$ cat src/rtl/alu_seq_if.sv
// Host, instruction and downstream-ALU signal bundle for alu_seq.
// The slave side is the sequencer; the master side is host plus ALU.
interface alu_seq_if #(
    parameter int WIDTH = 8
);
    logic             instr_valid;
    logic             instr_ready;
    logic [7:0]       instr;
    logic             wr_en;
    logic [1:0]       wr_addr;
    logic [WIDTH-1:0] wr_data;
    logic [1:0]       rd_addr;
    logic [WIDTH-1:0] rd_data;
    logic [1:0]       alu_opcode;
    logic [WIDTH-1:0] alu_a;
    logic [WIDTH-1:0] alu_b;
    logic [WIDTH-1:0] alu_result;
    logic             done;
    logic [WIDTH-1:0] done_data;

    modport master (
        output instr_valid, instr,
        output wr_en, wr_addr, wr_data, rd_addr,
        output alu_result,
        input  instr_ready, rd_data,
        input  alu_opcode, alu_a, alu_b,
        input  done, done_data
    );

    modport slave (
        input  instr_valid, instr,
        input  wr_en, wr_addr, wr_data, rd_addr,
        input  alu_result,
        output instr_ready, rd_data,
        output alu_opcode, alu_a, alu_b,
        output done, done_data
    );
endinterface

$ cat src/rtl/alu_seq.sv
// Three-state instruction sequencer: register file, operand issue to an
// external ALU, result capture and writeback.
module alu_seq #(
    parameter int WIDTH = 8,
    parameter int NREGS = 4
) (
    input logic      clk,
    input logic      rst_n,
    alu_seq_if.slave bus
);
    typedef enum logic [1:0] {
        IDLE = 2'd0,
        EXEC = 2'd1,
        WB   = 2'd2
    } state_t;

    state_t           state;
    state_t           state_nxt;
    logic [WIDTH-1:0] regs [NREGS];
    logic [1:0]       rd_idx;
    logic [WIDTH-1:0] result;
    logic [1:0]       opcode;
    logic [WIDTH-1:0] op_a;
    logic [WIDTH-1:0] op_b;
    logic             accept;
    logic             ready;
    logic             wb;

    assign accept = bus.instr_valid && ready;

    always_ff @(posedge clk or negedge rst_n) begin
        if (!rst_n) state <= IDLE;
        else        state <= state_nxt;
    end

    always_comb begin
        state_nxt = state;
        unique case (state)
            IDLE:    if (accept) state_nxt = EXEC;
            EXEC:    state_nxt = WB;
            WB:      state_nxt = IDLE;
            default: state_nxt = IDLE;
        endcase
    end

    always_comb begin
        ready = 1'b0;
        wb    = 1'b0;
        unique case (state)
            IDLE:    ready = 1'b1;
            WB:      wb    = 1'b1;
            default: ;
        endcase
    end

    // Operands come from pre-edge register contents, so a write landing
    // on the accept edge is invisible to the instruction being issued.
    always_ff @(posedge clk or negedge rst_n) begin
        if (!rst_n) begin
            opcode <= '0;
            op_a   <= '0;
            op_b   <= '0;
            rd_idx <= '0;
        end else if (accept) begin
            opcode <= bus.instr[7:6];
            rd_idx <= bus.instr[5:4];
            op_a   <= regs[bus.instr[3:2]];
            op_b   <= regs[bus.instr[1:0]];
        end
    end

    always_ff @(posedge clk or negedge rst_n) begin
        if (!rst_n)            result <= '0;
        else if (state == EXEC) result <= bus.alu_result;
    end

    // Writeback is issued last so it wins over a host write to the same index.
    always_ff @(posedge clk or negedge rst_n) begin
        if (!rst_n) begin
            for (int i = 0; i < NREGS; i++) regs[i] <= '0;
        end else begin
            if (bus.wr_en) regs[bus.wr_addr] <= bus.wr_data;
            if (wb)        regs[rd_idx]      <= result;
        end
    end

    assign bus.instr_ready = ready;
    assign bus.done        = wb;
    assign bus.done_data   = result;
    assign bus.rd_data     = regs[bus.rd_addr];
    assign bus.alu_opcode  = opcode;
    assign bus.alu_a       = op_a;
    assign bus.alu_b       = op_b;
endmodule
$ cat src/flat_wrapper.sv
// flat-port wrapper written by rule: the top's interface ports become plain ports
module alu_seq_flat 
#(
    parameter int WIDTH = 8,
    parameter int NREGS = 4
)
  (clk, rst_n, bus_instr_valid, bus_instr, bus_wr_en, bus_wr_addr, bus_wr_data, bus_rd_addr, bus_alu_result, bus_instr_ready, bus_rd_data, bus_alu_opcode, bus_alu_a, bus_alu_b, bus_done, bus_done_data);
  alu_seq_if #(.WIDTH(WIDTH)) bus_i ();
  input logic clk;
  input logic rst_n;
  input wire logic [$bits(bus_i.instr_valid)-1:0] bus_instr_valid;
  input wire logic [$bits(bus_i.instr)-1:0] bus_instr;
  input wire logic [$bits(bus_i.wr_en)-1:0] bus_wr_en;
  input wire logic [$bits(bus_i.wr_addr)-1:0] bus_wr_addr;
  input wire logic [$bits(bus_i.wr_data)-1:0] bus_wr_data;
  input wire logic [$bits(bus_i.rd_addr)-1:0] bus_rd_addr;
  input wire logic [$bits(bus_i.alu_result)-1:0] bus_alu_result;
  output wire logic [$bits(bus_i.instr_ready)-1:0] bus_instr_ready;
  output wire logic [$bits(bus_i.rd_data)-1:0] bus_rd_data;
  output wire logic [$bits(bus_i.alu_opcode)-1:0] bus_alu_opcode;
  output wire logic [$bits(bus_i.alu_a)-1:0] bus_alu_a;
  output wire logic [$bits(bus_i.alu_b)-1:0] bus_alu_b;
  output wire logic [$bits(bus_i.done)-1:0] bus_done;
  output wire logic [$bits(bus_i.done_data)-1:0] bus_done_data;
  assign bus_i.instr_valid = bus_instr_valid;
  assign bus_i.instr = bus_instr;
  assign bus_i.wr_en = bus_wr_en;
  assign bus_i.wr_addr = bus_wr_addr;
  assign bus_i.wr_data = bus_wr_data;
  assign bus_i.rd_addr = bus_rd_addr;
  assign bus_i.alu_result = bus_alu_result;
  assign bus_instr_ready = bus_i.instr_ready;
  assign bus_rd_data = bus_i.rd_data;
  assign bus_alu_opcode = bus_i.alu_opcode;
  assign bus_alu_a = bus_i.alu_a;
  assign bus_alu_b = bus_i.alu_b;
  assign bus_done = bus_i.done;
  assign bus_done_data = bus_i.done_data;
  alu_seq #(.WIDTH(WIDTH), .NREGS(NREGS)) u_core (.clk(clk), .rst_n(rst_n), .bus(bus_i));
endmodule
$ cat config.mk
export PLATFORM = sky130hd
export DESIGN_NAME = alu_seq_flat
export DESIGN_NICKNAME = d
export VERILOG_FILES = /design/src/rtl/alu_seq_if.sv /design/src/rtl/alu_seq.sv /design/src/flat_wrapper.sv
export SDC_FILE = /design/constraint.sdc
export NUM_CORES = 1
export LEC_CHECK = 0
export CAP_MARGIN = 20
export CORE_UTILIZATION = 34
export DETAILED_ROUTE_END_ITERATION = 16
export PLACE_DENSITY = 0.55
export SYNTH_ARGS = -nofsm -noshare
export SYNTH_HDL_FRONTEND = slang
export SYNTH_SLANG_ARGS = --single-unit
$ cat constraint.sdc
create_clock -name clk -period 1.61 [get_ports clk]
set_input_delay 0.322 -clock clk [delete_from_list [all_inputs] [get_ports clk]]
set_output_delay 0.322 -clock clk [all_outputs]
set_load 0.02 [all_outputs]
==> results of run 1 <==
## metrics by stage
| stage | setup TNS (ns) | total power [W] |
|---|---|---|
| after floorplan | 0 | 0.00446 |
| after global placement | -11.10 | 0.00637 |
| after detailed placement | -11.51 | 0.00644 |
| after CTS | -0.723 | 0.00760 |
| after global routing | -0.900 | 0.00811 |
| final | -0.569 | 0.00760 |
## cell families after synthesis
| kind of cell | Yosys count | share of synthesized area |
|---|---|---|
| mux | 84 | 0.364 |
| buf+inv | 17 | 0.0352 |
| simple gates | 44 | 0.0709 |
| flops | 62 | 0.480 |
| compound gates | 32 | 0.0496 |
## critical path, delay by kind of cell (launching register included)
family | cells | cell delay, ns
buffers and inverters | 1 | 0.15
multiplexers | 1 | 0.50
flip-flops | 1 | 0.39
## cell type report
cell class              count  area share
clock buffers              11      0.0276
inverters                   1    0.000790
flip-flops and latches     62       0.326
repair buffers            138       0.271
clock inverters             5      0.0105
well taps                 129      0.0340
multi-input cells         160       0.329
## power groups by stage
| stage | clock (W) | sequential (W) | combinational, W |
|---|---|---|---|
| 3_5_place_dp | 0 | 0.00266 | 0.00378 |
| 5_1_grt | 0.00142 | 0.00271 | 0.00398 |
| 2_1_floorplan | 0 | 0.00305 | 0.00141 |
| 4_1_cts | 0.00135 | 0.00262 | 0.00363 |
| 3_3_place_gp | 0 | 0.00264 | 0.00373 |
| 6_report | 0.00131 | 0.00262 | 0.00368 |
## registers in the layout, summed over array words and instances (netlist names)
name and flops:
u_core.bus.alu_a 8, u_core.bus.done_data 8, u_core.bus.alu_b 8, u_core.regs 32, u_core.state 2, u_core.bus.alu_opcode 2
u_core.rd_idx 2
## final timing paths
kind	startpoint	endpoint	slack, ns	cells after the start
min in group asynchronous	rst_n	u_core.bus.alu_opcode[0]	0.52	3
max in group asynchronous	rst_n	u_core.regs[14]	0.81	3
max reg2reg	u_core.regs[7]	u_core.bus.alu_b[7]	0.09	4
max	u_core.regs[3]	bus_rd_data[3]	-0.08	2
min reg2reg	u_core.bus.alu_a[1]	u_core.bus.alu_a[1]	0.50	1
min	u_core.bus.alu_a[1]	u_core.bus.alu_a[1]	0.50	1
## what timing repair did
item | in CTS | in global routing
resized for setup | 79 | 5
endpoints found under the hold margin | 8 | 0
buffers inserted | 1 | 4
hold buffers | 1 | 0
setup endpoints to repair | 35 | 10
## metal layers
layer | part of all wire | track usage | vias to the layer above | routed length [um]
li1 | - | - | 1159 | -
met1 | 0.47 | 0.254 | 1166 | 3970
met2 | 0.47 | 0.293 | 66 | 3950
met3 | 0.040 | 0.0415 | 15 | 335
met4 | 0.016 | 0.0690 | 0 | 134
met5 | 0 | 0 | - | 0
## layout by cell type (no fill, tap or decap)
cell             count
and4bb_2             2
or3b_1               1
clkbuf_8             9
inv_1                1
buf_4               60
nor2_1               8
nor2_2               1
dlygate4sd2_1       26
nor4b_4              1
o21ai_1              2
nor2b_1              2
o21ai_0             22
mux2_2              27
mux2_1               1
dlygate4sd3_1        1
nand3_1              1
clkdlybuf4s50_1     28
bufinv_16            1
buf_12               8
mux2i_1             32
nand3b_1             2
clkdlybuf4s15_2      1
nand2_1             25
dlymetal6s2s_1       1
buf_2                1
buf_6               10
a21oi_1              8
clkinv_2             4
clkdlybuf4s15_1      2
dfrtp_1             62
mux4_2              24
nand4b_1             1
clkbuf_1             2
==> impl.org, run 1 <==
** Status
- Run status :: finished with violations
- Failing checks :: negative setup slack

** Min path
- Worst hold path class :: register to register

** CTS
- The root buffer cell chosen for the clock tree is clkbuf_8.
- In this run the deepest clock path goes through 2 buffers.
- H-tree lvl count :: 3
- Clock tree synthesis found a total of 62 sinks.
- The later pin in the worst-skew pair is clocked with a latency of about 0.34 ns.
- TritonCTS created 9 clock buffers.
- Clock-pin slew of the registers on the worst-case setup and hold paths :: 0.07 ns
- CTS tree :: done

** Final layout
- Area taken by flip-flops and latches :: 1550 um^2
- Core utilization of the finished layout :: 0.514
- Final antenna diode count :: 0
- Net count, final :: 404
- Of the cells placed in the final design, the portion with a size suffix greater than 1 is 0.395.
- Once layout is done, the placed cells without fillers occupy 4750 um^2.
- Total area of multi-input combinational cells :: 1570 um^2
- Layout Cells excl Fill :: ~500
- The area growth from synthesis to layout is 47.1%.
- Filler cell count in the final layout :: 828

** Place
- Global placement routability congestion :: 0.823
- Count of port buffers added during placement :: 67
- Summing all placed instances gives a cell area of 4540 um^2.
- Half-perimeter wire length after placement :: 6110 um
- OpenSTA, run right after detailed placement, puts the worst setup slack at -0.761 ns.
- # placed instances :: 484

** Timing
- At the pin with the least slew margin, the transition time is ~0.37 ns.
- In the finished design, the share of the clock period the worst path needs comes to 1.05.
- Maximum clock frequency :: 0.591 GHz
- Clock tree skew after final layout :: 0.00731 ns
- Setup violations remaining at the end of the flow were counted as 8.
- Worst hold margin :: around 0.5 ns
- Final Max Tran Viols :: 0
- Post-layout minimum cycle time :: 1.69 ns
- The final-report hold violation count was 0.
- Setup repair after global routing could not meet its margin everywhere.
- Measured against its own limit, the worst slew margin works out to 0.756.
- In the post-route analysis, the smallest setup slack over all paths is -0.0818 ns.

** Drt
- Overall via count from detail_route :: 2406
- For this run, the detailed router's first-pass iteration total came to 4.
- Routed len/inst :: 16.6 um
- For this run, design rule violations remaining after detail routing come to 0.
- Post-detailed-route count of antenna-violating nets :: 0
- Avg Vias per Cell :: 4.75
- Total length of routed wires :: 8390 um
- First DRT Iteration DRCs :: 92

** Synth
- The share of synthesized area in the top cell type comes to 0.480.
- Post-synth net total :: ~270
- For this run, the leading register cell type out of synthesis is dfrtp_1.
- Number of synthesized register bits :: 62
- The largest total area in the synthesized netlist belongs to dfrtp_1.
- Post-Synthesis Mean Instance Area :: 13.5 um^2
- Counting every instance in the synthesized netlist gives 239.
- For this run, the number of Yosys warnings is 0.
- Among all cell types in the netlist, the one instantiated most often is dfrtp_1.
- For this run, the register share of the synthesized area comes to 0.480.
- For this run, asynchronously set or reset flops after synthesis account for 1.00.
- Number of flops mapped to enable cells by yosys :: 0
- Post-synthesis instance area :: 3230 um^2
- Cell types occupying the most area after synthesis :: dfrtp_1, mux4_2, mux2i_1
- In the synthesized netlist, the cells that appear most often are dfrtp_1, mux2i_1, mux2_2.
- The synthesized netlist contains 22 unique library cells.

** Setup path
- At the worst endpoint, the required time is 1.29 ns.
- Startpoint type of the worst setup path :: register
- The signal on the critical path passes through mux4_2 > buf_6.
- CP max stage delay :: 0.50 ns
- Crit path arrival time :: between 1 and 1.5 ns
- STA classifies the critical path endpoint as a primary output.
- Largest driver fanout on the critical path :: 2
- By startpoint and endpoint, the worst setup path is classified as register to primary output.
- Cell with the largest stage delay on the worst path :: mux4_2

** Die
- I/O pin count :: 68
- Effective utilization at floorplan :: 0.350
- In this run the vertical extent of the chip is 99.5 um.
- The floorplan step defined a die boundary enclosing 9900 um^2.
- Die W :: between 90 and 100 um
- The total area inside the core boundary comes to 9240 um^2.
- The floorplan has 35 rows.

** Pwr
- Of the total power, combinational logic draws 0.484.
- Clock network power share :: 0.172
- Power spread over the standard cell area amounts to 1600 nW/um^2.
- In this run the static leakage power is 2.20 nW.
- Worst IR drop on VDD :: 0.516 mV
- The share of total power dissipated in sequential elements is 0.344.
- Cell internal power dissipation :: 0.00503 W
- Of the total power, the share spent switching nets is 0.339.
- Switching power :: 0.00257 W

** Global routing
- Entering global routing, the biggest net connects 63 pins.
- The first global-routing pass estimated 13500 um of wire.
- Antenna violations before repair :: 0
- In the global route stage, overall resource usage came out at 0.186.
- Total gr overflow :: 0
- The via count of the first global-routing pass was 2446.

** Flow run
- Max_cap viols :: 0
No activity file was read; power rests on OpenSTA's default activity.
==> run 2: changes to the inputs <==
--- a/config.mk
+++ b/config.mk
@@ -6,9 +6,10 @@
 export NUM_CORES = 1
 export LEC_CHECK = 0
 export CAP_MARGIN = 20
-export CORE_UTILIZATION = 34
+export CORE_UTILIZATION = 51
 export DETAILED_ROUTE_END_ITERATION = 16
-export PLACE_DENSITY = 0.55
+export PLACE_DENSITY_LB_ADDON = 0.05
+export SKIP_LAST_GASP = 1
 export SYNTH_ARGS = -nofsm -noshare
 export SYNTH_HDL_FRONTEND = slang
 export SYNTH_SLANG_ARGS = --single-unit
==> run 2 against run 1 <==
Compared with the run above: core utilization rose by 26 points; first-iteration DRC count grew 63%; critical path type unchanged; clock skew increased by 0.00087 ns; via count grew 2.6%; the run still ends with negative setup slack left.
==> impl.org, run 2 (synthesis results as in run 1) <==
** Global routing
- The met1 usage in global routing came to 0.338 (+0.0842).
- After global routing, the most crowded layer is met2.
- Global-route met3 utilization :: 0.0567 (+0.0152)
- Met2 Track Usage GR :: 0.446 (+0.153)
- Via count of the first global-routing pass :: 2599 (+6.3%)
- The number of antenna violations at the first check in global routing is 0 (unchanged).
- Total gr overflow :: 0 (unchanged)
- Total global-route track usage :: 0.271 (+0.0845)
- Largest net degree at the start of global routing :: 63 (unchanged)
- The first-pass GRT wire length is 12700 um (-6.5%).

** Timing
- Relative slew slack :: 0.753 (-0.00339)
- Setup violations, final :: 8 (unchanged)
- The time the worst path needs with I/O delays and setup is 1.71 ns (+0.0145 ns).
- The final-report max-slew violation count was 0 (unchanged).
- The transition time at the pin with the least slew margin was 0.371 ns (+0.00509 ns).
- The final-report hold violation count was 0 (unchanged).
- The final cycle utilization of the critical path is 1.06 (+0.00901).
- The sum of negative setup slack is -0.675 ns (-0.105 ns).
- Unrepaired setup endpoints after global routing :: true
- Maximum clock frequency :: 0.586 GHz (-0.85%)
- The worst clock skew was 0.00818 ns (+0.000867 ns).
- Smallest setup slack after layout :: -0.0963 ns (-0.0145 ns)

** Pwr
- The share of power burned in registers was 0.345 (about the same).
- Clock network power share :: 0.178 (+0.006)
- The fraction of power spent switching nets came to 0.342 (+0.00337).
- Lkg Pwr :: 2.17 nW (-1.6%)
- Combinational Power Share :: 0.477 (-0.007)
- P per Cell Area :: 1640 nW/um^2 (+2.3%)
- Cell internal power dissipation :: 0.00501 W (-0.32%)
- Switching power :: 0.00260 W (+1.2%)
- Worst IR drop on VDD :: 1.06 mV (+100%)

** Setup path
- Count of cells along the worst register-to-register path :: 4 (unchanged)
- The worst register-to-register path begins at u_core.regs[6].
- Critical path endpoint category :: primary output
- End of the worst register-to-register path :: u_core.bus.alu_b[6]
- The required time of the worst setup path was 1.29 ns (about the same).
- STA classifies the critical path startpoint as a register.
- The setup path with the least slack is of type register to primary output.
- The critical path arrival came to 1.38 ns (about the same).
- Largest driver fanout on the critical path :: 2 (unchanged)
- Reg2reg setup slack :: 0.09 ns (about the same)

** Drt
- The number of search-and-repair iterations in the first detailed-routing pass was 4 (unchanged).
- The number of nets still failing antenna checks after routing came to 0 (unchanged).
- DRC violation count after routing :: 0 (unchanged)
- First DRT Iteration DRCs :: 150 (+63%)
- Overall via count from detail_route :: 2469 (+2.6%)
- Routed len/inst :: 18.0 um (+8.6%)
- Total length of routed wires :: 8010 um (-4.5%)
- Avg Vias per Cell :: 5.55 (+17%)

** Final layout
- Filler cell count in the final layout :: 418 (-50%)
- Layout cells sized above 1 :: 0.386 (-0.00874)
- Net count, final :: 398 (-1.5%)
- Layout Cells excl Fill :: 445 (-12%)
- Top library cells by usage in the layout, fill and taps aside :: dfrtp_1, buf_4, mux2i_1, clkdlybuf4s50_1
- Total area of multi-input combinational cells :: 1570 um^2 (unchanged)
- Max reg flops :: 32 (unchanged)
- Most common cell after layout, fill and taps aside :: dfrtp_1
- The footprint of the flip-flops and latches came to 1550 um^2 (unchanged).
- Core utilization of the finished layout :: 0.773 (+0.258)
- Register containing the most flip-flops in the final layout :: u_core.regs
- The number of inserted diodes came to 0 (unchanged).
- Relative area change from synthesis to final layout :: 44.1%

** CTS
- Max clock buf depth :: 2 (unchanged)
- CTS Root Cell :: clkbuf_8
- CTS tree :: done
- Number of buffers created by CTS :: 9 (unchanged)
- The number of clock sinks is 62 (unchanged).
- H-tree lvl count :: 3 (unchanged)
- Latest clock arrival within the worst-skew pair :: 0.35 ns (about the same)
- Clock-pin slew of the registers on the worst-case setup and hold paths :: 0.07 ns (about the same)

** Min path
- The path class of the tightest hold or removal check is primary input to async pin.

** Place
- The post-DP HPWL came to 5580 um (-8.6%).
- # placed instances :: 426 (-12%)
- The port buffer count is 67 (unchanged).
- Global placement routability congestion :: 0.874 (+6.2%)

** Die
- Die Area :: 6660 um^2 (-33%)
- I/O pin count :: 68 (unchanged)
- The core box area was 6030 um^2 (-35%).
- Die Y-Extent :: 81.6 um (-18%)
- Effective utilization at floorplan :: 0.536 (+0.187)
- The die boundary width was 81.6 um (-18%).
- The site row count came to 28 (-20%).

** Status
- The final reports fail on negative setup slack.
- The flow ran to the end, but the final reports show violations.

** Flow run
- The number of violations of the max-capacitance limit is 0 (unchanged).
==> run 2: changes by cell type in the layout (fill, tap and decap cells not counted), moves of 2 or more <==
cell / delta
clkinv_2: -2
buf_4: -6
buf_12: +2
buf_6: -2
==> run 2: area by class of cell <==
class	instances	area share
clock buffer	11	0.0304
clock inverter	4	0.0102
inverter	1	0.000806
multi-input combinational	160	0.336
sequential	62	0.333
tap	75	0.0202
timing repair buffer	132	0.269
==> run 2: power by group through the flow <==
stage                     combinational (W)  sequential, W  clock [W]
final                               0.00363        0.00263    0.00136
after global routing                0.00391        0.00271    0.00142
after CTS                           0.00361        0.00262    0.00136
after detailed placement            0.00373        0.00266          0
after global placement              0.00364        0.00265          0
after floorplan                     0.00141        0.00305          0
==> run 2: what timing repair did <==
action | CTS | global route
setup buffers | 2 | 1
endpoints found under the setup margin | 36 | 9
gates resized for setup | 78 | 4
hold buffers | 1 | 0
cloned | 0 | 0
endpoints found under the hold margin | 48 | 0
==> run 2: critical path, stage by stage (launching register included) <==
cell and delay [ns]:
dfrtp_1 0.39, mux4_2 0.50, buf_6 0.15
==> run 2: worst max-delay path by stage <==
| stage | cells after the start | endpoint | slack, ns | start |
|---|---|---|---|---|
| final | 2 | bus_rd_data[4] | -0.1 | u_core.regs[4] |
| after detailed placement | 4 | bus_rd_data[3] | -0.75 | bus_rd_addr[0] |
| after global placement | 4 | bus_rd_data[3] | -0.76 | bus_rd_addr[0] |
| after floorplan | 2 | bus_rd_data[0] | 0.17 | bus_rd_addr[0] |
| after CTS | 2 | bus_rd_data[4] | -0.10 | u_core.regs[4] |
| after global routing | 2 | bus_rd_data[0] | -0.12 | u_core.regs[0] |
==> run 2: per-layer routing <==
metal  vias to the layer above  share of wire
met4                         0          0.022
met5                         -              0
li1                       1148              -
met3                        16          0.065
met2                        91           0.49
met1                      1214           0.42
==> run 2: per-stage QoR <==
stage | total power (W) | instance area (um^2) | setup WS (ns) | hold WS (ns)
after floorplan | 0.00446 | 3230 | 0.169 | 0.0264
after global placement | 0.00629 | 4460 | -0.762 | 0.361
after detailed placement | 0.00640 | 4460 | -0.753 | 0.359
after CTS | 0.00759 | 4650 | -0.101 | 0.506
after global routing | 0.00804 | 4660 | -0.120 | 0.525
final | 0.00761 | 4660 | -0.0963 | 0.502
